## config.mk

```make
export PLATFORM = sky130hd
export DESIGN_NAME = sh_ctrl
export DESIGN_NICKNAME = d
export VERILOG_FILES = /design/src/rtl/sh_ctrl.sv
export SDC_FILE = /design/constraint.sdc
export NUM_CORES = 1
export LEC_CHECK = 0
export CORE_UTILIZATION = 43
export CTS_BUF_LIST = sky130_fd_sc_hd__clkbuf_16
export DETAILED_ROUTE_END_ITERATION = 8
export GPL_TIMING_DRIVEN = 0
export PLACE_DENSITY = 0.78
export REMOVE_ABC_BUFFERS = 1
export SLEW_MARGIN = 10
export SYNTH_ARGS = -nofsm -noshare
export SYNTH_HDL_FRONTEND = slang
export SYNTH_SLANG_ARGS = --single-unit
export TNS_END_PERCENT = 20
```

## constraint.sdc

```tcl
create_clock -name clk -period 1.73 [get_ports clk]
set_clock_uncertainty 0.1 [all_clocks]
set_input_delay 0.173 -clock clk [delete_from_list [all_inputs] [get_ports clk]]
set_output_delay 0.173 -clock clk [all_outputs]
set_load 0.005 [all_outputs]
```

## src/rtl/sh_ctrl.sv

```systemverilog
// Shift-register datapath controller: accepts a word, strobes one parallel load,
// then WIDTH shift enables, then GAP idle cycles, with hold, abort and async reset.
module sh_ctrl #(
    parameter int WIDTH = 4,
    parameter int GAP   = 1
) (
    input  logic                       clk,
    input  logic                       rst_n,
    input  logic                       req_valid,
    output logic                       req_ready,
    input  logic                       hold,
    input  logic                       abort,
    output logic                       lden,
    output logic                       shen,
    output logic                       busy,
    output logic                       done,
    output logic                       aborted,
    output logic [$clog2(WIDTH+1)-1:0] cnt
);

    localparam int CW = $clog2(WIDTH + 1);
    localparam logic [CW-1:0] CLAST = CW'(WIDTH - 1);
    localparam logic [CW-1:0] CFULL = CW'(WIDTH);
    localparam logic [2:0]    GLAST = (GAP > 0) ? 3'(GAP - 1) : 3'd0;

    typedef enum logic [1:0] {
        S_IDLE,
        S_LOAD,
        S_SHIFT,
        S_GAP
    } state_t;

    state_t        state, state_nx;
    logic [CW-1:0] cnt_nx;
    logic [2:0]    gcnt, gcnt_nx;
    logic          armed;

    // armed keeps req_ready low until the first clock edge after reset release
    always_ff @(posedge clk or negedge rst_n) begin
        if (!rst_n) begin
            state <= S_IDLE;
            cnt   <= '0;
            gcnt  <= '0;
            armed <= 1'b0;
        end else begin
            state <= state_nx;
            cnt   <= cnt_nx;
            gcnt  <= gcnt_nx;
            armed <= 1'b1;
        end
    end

    always_comb begin
        state_nx  = state;
        cnt_nx    = cnt;
        gcnt_nx   = gcnt;
        req_ready = 1'b0;
        lden      = 1'b0;
        shen      = 1'b0;
        done      = 1'b0;
        aborted   = 1'b0;
        busy      = (state != S_IDLE);

        case (state)
            S_IDLE: begin
                req_ready = armed && !abort;
                cnt_nx    = '0;
                gcnt_nx   = '0;
                if (req_valid && armed && !abort) state_nx = S_LOAD;
            end
            S_LOAD: begin
                lden     = 1'b1;
                cnt_nx   = '0;
                state_nx = S_SHIFT;
            end
            S_SHIFT: begin
                if (!hold) begin
                    shen = 1'b1;
                    if (cnt == CLAST) begin
                        done    = 1'b1;
                        gcnt_nx = '0;
                        if (GAP > 0) begin
                            state_nx = S_GAP;
                            cnt_nx   = CFULL;
                        end else begin
                            state_nx = S_IDLE;
                            cnt_nx   = '0;
                        end
                    end else begin
                        cnt_nx = cnt + 1'b1;
                    end
                end
            end
            S_GAP: begin
                if (gcnt == GLAST) begin
                    state_nx = S_IDLE;
                    cnt_nx   = '0;
                    gcnt_nx  = '0;
                end else begin
                    gcnt_nx = gcnt + 3'd1;
                end
            end
            default: state_nx = S_IDLE;
        endcase

        // abort overrides hold and the final-shift completion
        if (abort && state != S_IDLE) begin
            lden     = 1'b0;
            shen     = 1'b0;
            done     = 1'b0;
            aborted  = 1'b1;
            state_nx = S_IDLE;
            cnt_nx   = '0;
            gcnt_nx  = '0;
        end
    end

endmodule

```

==> impl_metrics.ini <==
[layout]
regArea_sq_um = 225.2
drive_above_1_share_pct = 38.54
stdcell_area_sq_um = 1059
area_delta_synth_final_pct = 63.64
fillers = 83
fin_nets = 111
final_cell_mix = dfrtp_1, inv_1, buf_4, clkdlybuf4s50_1, ha_1
diodes = 0
final_common_cell = dfrtp_1
multiInputGateArea_sq_um = 474.2

[clock_network]
cts_tree = done
cts_root_buf = clkbuf_16
cts_sinks = 9
numCtsBuffers = 3
h-tree-depth = 1
cts_buffer_depth = 2
clock_latency_ns = 0.24
clkTransAtPathRegs_ns = 0.04

[synth]
synth_top_family_by_area = simple AND/OR/NAND/NOR gates
synthMuxAreaShare_pct = 5.416
synth-simple-area-share_pct = 21.66
synth_cell_type_count = 29
synthAdderAreaFrac_pct = 17.41
syn_area_per_cell_sq_um = 9.513
synth-xor-area-share_pct = 0
async_flop_share_pct = 100.0
synth_compound_area_share_pct = 14.31
synth_edf_count = 0
ys_seq_area_share_pct = 34.82
synth_seq_cells = 9
synth_area_leaders = dfrtp_1, ha_1, inv_1
yosysTopAreaCellShare_pct = 34.82
synthFlopType = dfrtp_1
yosys_warnings = 0
synth_top_area_cell = dfrtp_1
synthCells = 68
netlist_area_sq_um = 646.9

[sta]
min_period_ns = 1.935
final-max-slew-violation-count = 0
finalSetupViolCount = 12
finalCritPeriodShare_pct = 111.9
rsz0062_at_grt = true
hold_viol = 0
timing.fmax_mhz = 516.7
setup_slack_ns = -0.2054

[hold_path]
hp-class = in2async

[setup_path]
critPathSlowestCell = a311o_2
end_kind = flip-flop
worst_setup_path_start_kind = flip-flop
worstSetupPathType = reg2reg
worstPathRequired_ns = 1.75
crit_chain = inv_2, buf_6, ha_4, and2b_4, nor2_1, a311o_2, mux2_4
critPathTopFamily = compound AO/OA/AOI/OAI gates
arrival_ns = 1.96
cp_num_buf_inv = 2
critPathMaxStageDelay_ns = 0.38
crit_fanout = 3

[place]
port_buffers = 13
dp_slack_ns = -0.4090
gp_congestion = 0.7366
place_area_sq_um = 795.8
hpwl_microns = 964.6

[power_and_ir_drop]
p_per_area_nw_per_um2 = 1518
p_leak_uw = 0.0004876
p_switching_uw = 570.7
ir_drop_mv = 1.011
clkPwrFrac_pct = 25.6
p_seq_share_pct = 16.5
p_int_uw = 1036
switching_share_pct = 35.51
comb_power_share_pct = 57.8

[outcome]
violations = setup timing
status = complete, but fails checks

[routing]
routed_wl_microns = 1838
num_vias = 636
drt-initial-drc-count = 6
antenna_left = 0
routed_via_density = 5.730
post_drt_wl_per_cell_microns = 16.56
drtPass1Iterations = 4
drc = 0

[floorplanning]
core_area_sq_um = 1350
die_area_sq_um = 1663
pin_count = 14
fp-row-count = 13
start_util_pct = 47.91
die_w_microns = 40.79
die_h_microns = 40.79

[global_route]
antenna_found_initial = 0
grt_util_all_layers_pct = 27.36
first_global_vias = 581
overflow = 0
grt_start_max_net_pins = 10
grt_pass1_wl_microns = 2760

[run]
drv_cap = 0
sequential cells by signal, indices dropped and copies added (netlist names):
signal  flops
gcnt        3
cnt         3
state       2
armed       1
synth_stat cells, types with 2 or more instances:
cell / number
and2_1: 2
nand2b_1: 4
mux2i_1: 2
ha_1: 9
o21ai_0: 2
nor2_1: 2
o31ai_1: 4
inv_1: 10
nand2_1: 5
dfrtp_1: 9
timing repair:
item / 4_1_cts / 5_1_grt
endpoints found under the setup margin: 14 / 12
hold buffers: 0 / 0
resized for setup: 29 / 10
buffers inserted: 11 / 0
pin swaps: 6 / 2
logic make-up after synthesis:
| group | count (synthesis) |
|---|---|
| muxes | 3 |
| DFF | 9 |
| buffers and inverters | 10 |
| and+or+nand+nor | 24 |
| adders and majority gates | 9 |
| other | 1 |
| AOI/OAI and AO/OA | 12 |
routing by layer:
metal | up-vias | GRT usage (%) | wire length, microns
li1 | 300 | - | -
met5 | - | 0 | 0
met4 | 0 | 21.67 | 90
met3 | 11 | 9.783 | 162
met1 | 283 | 32.32 | 758
met2 | 42 | 39.45 | 827
stage by stage:
stage               hold WS [ns]  std cells  util (%)  TNS, ns  total power (uW)
global route              0.1762        111     78.41   -2.284              1699
detailed placement        0.3916         96     58.94   -1.972             819.4
finish                    0.1431        111     78.41   -1.307              1607
global placement          0.3841         96     58.94   -1.534             805.0
floorplan                -0.2226         68         -  -0.1605             642.1
CTS                       0.1579        111     75.53   -1.040              1484
cell type report:
class | count | area share [%]
multi-input combinational | 49 | 44.80
sequential | 9 | 21.28
timing repair buffer | 24 | 21.16
clock buffer | 3 | 7.092
inverter | 10 | 3.546
tap | 15 | 1.773
clock inverter | 1 | 0.3546
power groups by stage:
stage	Sequential [uW]	Combinational [uW]	Clock (uW)
after detailed placement	276	543	0
after global placement	273	532	0
after CTS	265	805	414
after global routing	270	1000	425
after floorplan	270	372	0
final	266	930	412
worst register-to-register path, delay by kind of cell (launching register included):
family / cells / cell delay [ns]
mux: 1 / 0.30
compound gates: 1 / 0.38
fa+ha+maj: 1 / 0.15
buf+inv: 2 / 0.20
flops: 1 / 0.35
simple gates: 2 / 0.34
worst paths after layout:
kind	startpoint	to	slack, ns	depth (start not counted)
hold reg to reg	cnt[2]	cnt[2]	0.42	2
min in group clk	abort	gcnt[2]	0.41	3
setup reg to reg	state[1]	state[0]	-0.21	7
hold / removal	rst_n	cnt[2]	0.14	1
max in group asynchronous	rst_n	state[0]	1.08	1
setup / recovery	state[1]	state[0]	-0.21	7
No activity file was read; power rests on OpenSTA's default activity.
